File: config.mk
export PLATFORM = sky130hd
export DESIGN_NAME = fft16_addr_ctrl
export DESIGN_NICKNAME = d
export VERILOG_FILES = /design/src/rtl/fft16_addr_ctrl.sv
export SDC_FILE = /design/constraint.sdc
export NUM_CORES = 1
export LEC_CHECK = 0
export BUFFER_PORTS_ARGS = -buffer_cell sky130_fd_sc_hd__buf_2
export CORE_AREA = 2 2 47 71
export CTS_BUF_LIST = sky130_fd_sc_hd__clkbuf_8
export CTS_CLUSTER_DIAMETER = 40
export DETAILED_ROUTE_END_ITERATION = 8
export DIE_AREA = 0 0 49 73
export PLACE_DENSITY = 0.89
export SLEW_MARGIN = 0
export SYNTH_ARGS = -nofsm -noshare
export SYNTH_HDL_FRONTEND = slang
export SYNTH_SLANG_ARGS = --single-unit
File: constraint.sdc
create_clock -name clk -period 6.1 [get_ports clk]
set_input_delay 1.22 -clock clk [delete_from_list [all_inputs] [get_ports clk]]
set_output_delay 1.22 -clock clk [all_outputs]
set_load 0.02 [all_outputs]
File: src/rtl/fft16_addr_ctrl.sv
// Address sequencer for an in-place radix-2 DIT 16-point FFT (4 stages x 8 butterflies).
// Latency: first read 1 cycle after start; done pulse 4*(8+BF_LAT)+1 cycles after start.
// Backpressure: none; start is sampled only in IDLE and ignored while busy.
//
// Ports:
//   clk, rst_n            clock, async active-low reset
//   start                 request one FFT (sampled only in IDLE)
//   busy, done, stage     status: busy while not IDLE, done pulse, current stage 0..3
//   rd_en, rd_addr_a/b    butterfly issue strobe and input addresses
//   tw_addr               twiddle ROM index, aligned with rd_en
//   wr_en, wr_addr_a/b    write-back strobe and addresses, BF_LAT cycles after rd_en
module fft16_addr_ctrl #(
  parameter int BF_LAT = 2
) (
  input  logic       clk,
  input  logic       rst_n,
  input  logic       start,
  output logic       busy,
  output logic       done,
  output logic [1:0] stage,
  output logic       rd_en,
  output logic [3:0] rd_addr_a,
  output logic [3:0] rd_addr_b,
  output logic [2:0] tw_addr,
  output logic       wr_en,
  output logic [3:0] wr_addr_a,
  output logic [3:0] wr_addr_b
);

  typedef enum logic [1:0] {IDLE, RUN, DRAIN, DONE} state_t;

  localparam logic [3:0] DRAIN_LAST = 4'(BF_LAT - 1);

  state_t     state, state_nxt;
  logic [1:0] s, s_nxt;
  logic [2:0] b, b_nxt;
  logic [3:0] cnt, cnt_nxt;

  logic [3:0] addr_a_nxt, addr_b_nxt;
  logic [2:0] tw_nxt;

  // write-back delay line: {rd_en, rd_addr_a, rd_addr_b}
  logic [8:0] wpipe [BF_LAT];

  always_ff @(posedge clk or negedge rst_n) begin
    if (!rst_n) begin
      state <= IDLE;
      s     <= '0;
      b     <= '0;
      cnt   <= '0;
    end else begin
      state <= state_nxt;
      s     <= s_nxt;
      b     <= b_nxt;
      cnt   <= cnt_nxt;
    end
  end

  always_comb begin
    state_nxt = state;
    s_nxt     = s;
    b_nxt     = b;
    cnt_nxt   = cnt;
    case (state)
      IDLE: begin
        if (start) begin
          state_nxt = RUN;
          s_nxt     = '0;
          b_nxt     = '0;
        end
      end
      RUN: begin
        if (b == 3'd7) begin
          state_nxt = DRAIN;
          cnt_nxt   = '0;
        end else begin
          b_nxt = b + 3'd1;
        end
      end
      DRAIN: begin
        // the last write of this stage lands in the final drain cycle
        if (cnt == DRAIN_LAST) begin
          if (s == 2'd3) begin
            state_nxt = DONE;
          end else begin
            state_nxt = RUN;
            s_nxt     = s + 2'd1;
            b_nxt     = '0;
          end
        end else begin
          cnt_nxt = cnt + 4'd1;
        end
      end
      DONE: begin
        state_nxt = IDLE;
        s_nxt     = '0;
        b_nxt     = '0;
      end
      default: state_nxt = IDLE;
    endcase
  end

  // Butterfly addresses: insert a 0 bit at position s of b for the top
  // input; the bottom input sets that bit. Twiddle = low s bits of b,
  // left-justified in 3 bits.
  always_comb begin
    addr_a_nxt = '0;
    tw_nxt     = '0;
    case (s_nxt)
      2'd0: begin
        addr_a_nxt = {b_nxt, 1'b0};
        tw_nxt     = 3'd0;
      end
      2'd1: begin
        addr_a_nxt = {b_nxt[2:1], 1'b0, b_nxt[0]};
        tw_nxt     = {b_nxt[0], 2'b00};
      end
      2'd2: begin
        addr_a_nxt = {b_nxt[2], 1'b0, b_nxt[1:0]};
        tw_nxt     = {b_nxt[1:0], 1'b0};
      end
      default: begin
        addr_a_nxt = {1'b0, b_nxt};
        tw_nxt     = b_nxt;
      end
    endcase
    addr_b_nxt = addr_a_nxt | (4'd1 << s_nxt);
  end

  // outputs registered from next-state so they line up with the state
  always_ff @(posedge clk or negedge rst_n) begin
    if (!rst_n) begin
      busy      <= 1'b0;
      done      <= 1'b0;
      stage     <= '0;
      rd_en     <= 1'b0;
      rd_addr_a <= '0;
      rd_addr_b <= '0;
      tw_addr   <= '0;
    end else begin
      busy      <= (state_nxt != IDLE);
      done      <= (state_nxt == DONE);
      stage     <= s_nxt;
      rd_en     <= (state_nxt == RUN);
      rd_addr_a <= (state_nxt == RUN) ? addr_a_nxt : 4'd0;
      rd_addr_b <= (state_nxt == RUN) ? addr_b_nxt : 4'd0;
      tw_addr   <= (state_nxt == RUN) ? tw_nxt : 3'd0;
    end
  end

  always_ff @(posedge clk or negedge rst_n) begin
    if (!rst_n) begin
      for (int i = 0; i < BF_LAT; i++) wpipe[i] <= '0;
    end else begin
      wpipe[0] <= {rd_en, rd_addr_a, rd_addr_b};
      for (int i = 1; i < BF_LAT; i++) wpipe[i] <= wpipe[i-1];
    end
  end

  assign {wr_en, wr_addr_a, wr_addr_b} = wpipe[BF_LAT-1];

endmodule

==> results.toml <==
[power_and_ir_drop]
intPower_mw = 0.629
clkPwrFrac_pct = 21.4
power_density_nw_per_um2 = 522
swShare_pct = 37.6
pwr-share-comb_pct = 35.3
p_seq_share_pct = 43.3
peakVddDrop_v = 0.000247
leakagePower_nw = 0.949
p_total_mw = 1.01
power.switching_mw = 0.380

[clock_network]
ctsResizeCount = 0
path_clk_slew_ps = 80
cts.sinks = 43
htree_levels = 2
clock_latency_ps = 290
root_buffer = "clkbuf_8"
clockBufferDepth = 2
cts-buffers-inserted = 5
ctsHoldBuffers = 0
cts_tree = "built"
post_cts.repair.setup_buffers = 0

[synth]
ys.flop_type = "dfrtp_1"
synth.ff_latch_count = 43
syn_avg_cell_area_um2 = 12.2
synthesis.instances = 141
synth-edff-count = 0
yosysSeqAreaShare_pct = 62.5
ys_types = 38
async_flop_share_pct = 100
netlist_area_um2 = 1720
synth.net_count = 147
synth_warnings = 0

[timing]
final-hold-violation-count = 0
final.setup.tns_ps = 0
setup_viol = 0
relSlewSlack_pct = 38.4
tightest_slew_ps = 924
fmax_mhz = 430
fin_crit_sh_pct = 38.1
drv_slew = 0
min_period_ps = 2320
fin_skew_ps = 8.47
rsz0062_at_grt = "false"

[drt]
drcViolationCount = 0
drt_iter0_drc = 24
num_vias = 1081
first_pass_iters = 4
top_layer = "met4"
drt-met1-wl_um = 1130
wl_met2_um = 1640
wire_per_inst_um = 14.6
drt.antenna.violating_nets = 0
via_per_inst = 5.30
wl_met3_um = 95
routed_wl_um = 2980

[setup_path]
critical_path.max_stage_delay_ps = 630
cp_top_family = "simple AND/OR/NAND/NOR gates"
path_max_fanout = 6
crit_arrival_ps = 2540
path_cells = "buf_2 -> nand2b_1 -> a21oi_1 -> nor4b_1 -> nand2_1 -> o211ai_1"
start_kind = "input port"
r2r_start = "cnt[1]"
crit_start = "start"
slowest_stage = "nor4b_1"
critical_path_class = "in -> reg"
worst_setup_path_end_kind = "flip-flop"
path_buf_inv = 1
crit_required_ps = 6310

[die]
die_width_um = 49
start_util_pct = 56.8
std_cell_rows = 25
pin_count = 28
coreArea_um2 = 3030
die-area_um2 = 3580
die_h_um = 73

[finish]
regArea_um2 = 1080
fin_nets = 169
area_delta_synth_final_pct = 12.3
nFillCells = 245
multiInputGateArea_um2 = 533
layout-drive-gt1-share_pct = 27.4
diodes = 0

[placed_design]
place.gp.congestion = 0.785
numPortBuffers = 27
hpwl_um = 2100

[hold_path]
hp-start = "wpipe[13]"
hold_class = "reg -> reg"

[global_route]
grt_use_total_pct = 19.4
antenna_found_initial = 0
overflow = 0
grt_pass1_wl_um = 5050
grt_pass1_vias = 1061
grt_max_degree = 44

[job]
max_cap_violations = 0

[outcome]
outcome = "finished clean"
## synth_stat cells (all sizes together) (3+ instances only)
library cell	number	area [um^2]
dfrtp	43	1080
nand2b	3	18.8
inv	6	22.5
mux2i	4	40.0
nand2	13	48.8
a21oi	13	65.1
nor2	10	37.5
buf	12	86.3
ha	3	37.5
nand4	3	18.8
nor3	3	30.0
## area by class of cell
cell class,instances,share of cell area [%]
multi-input combinational,79,27.6
clock buffer,5,3.56
tap,40,2.59
timing repair buffer,27,6.99
clock inverter,3,2.26
inverter,7,1.42
sequential,43,55.6
## metrics by stage
step                setup slack (ps)  area [um^2]  std cells  utilization, %  hold WS (ps)
floorplan                       3750         1720        141               -           331
global placement                3570         1820        196            60.0           332
detailed placement              3510         1820        196            60.0           335
CTS                             3810         1930        204            63.8           352
global route                    3570         1930        204            63.8           356
finish                          3780         1930        204            63.8           349
## kinds of logic (layout without fill, tap and decap cells)
family | after synthesis | after routing | share of synthesized area [%]
fa+ha+maj | 3 | 3 | 2.18
flops | 43 | 43 | 62.5
buf+inv | 19 | 42 | 6.61
xor+xnor | 1 | 1 | 0.508
compound gates | 23 | 23 | 9.66
simple gates | 48 | 48 | 16.3
mux | 4 | 4 | 2.32
## routing by layer
| layer | up-vias | global-route usage [%] |
|---|---|---|
| li1 | 513 | - |
| met1 | 533 | 21.8 |
| met2 | 24 | 32.9 |
| met3 | 11 | 4.71 |
| met4 | 0 | 12.4 |
| met5 | - | 0 |
## path summary, 6_finish.rpt
kind,end,slack [ps],depth (start not counted)
worst max-delay path,tw_addr[2],3780,6
worst min-delay path,wr_addr_a[0],350,0
worst max register to register,tw_addr[2],3990,7
worst min register to register,wr_addr_a[0],350,0
max in group asynchronous,wpipe[9],4460,1
min in group asynchronous,b[0],1060,1
## sequential cells by signal (all words and copies together) (netlist names), 3 cells and up
register and flops:
cnt 4, rd_addr_b 4, wpipe 9, rd_addr_a 4, wr_addr_b 4, b 3, wr_addr_a 4, tw_addr 3
## placed cells by master, fill, tap and decap left out, types with 2 or more instances in the layout
master	instances
a21oi_1	13
and2_1	2
buf_2	27
clkbuf_8	5
clkinv_2	2
dfrtp_1	43
ha_1	3
inv_1	5
mux2i_1	4
nand2_1	13
nand2b_1	3
nand3_1	2
nand4_1	3
nor2_1	10
nor3_2	3
o21a_1	2
or3_1	2
## power groups by stage
stage | registers, mW | logic (mW) | clock network (mW)
finish | 0.437 | 0.356 | 0.216
global route | 0.452 | 0.391 | 0.232
CTS | 0.437 | 0.359 | 0.221
detailed placement | 0.443 | 0.357 | 0
global placement | 0.434 | 0.345 | 0
floorplan | 0.466 | 0.255 | 0
(Power assumes the default switching activity.)
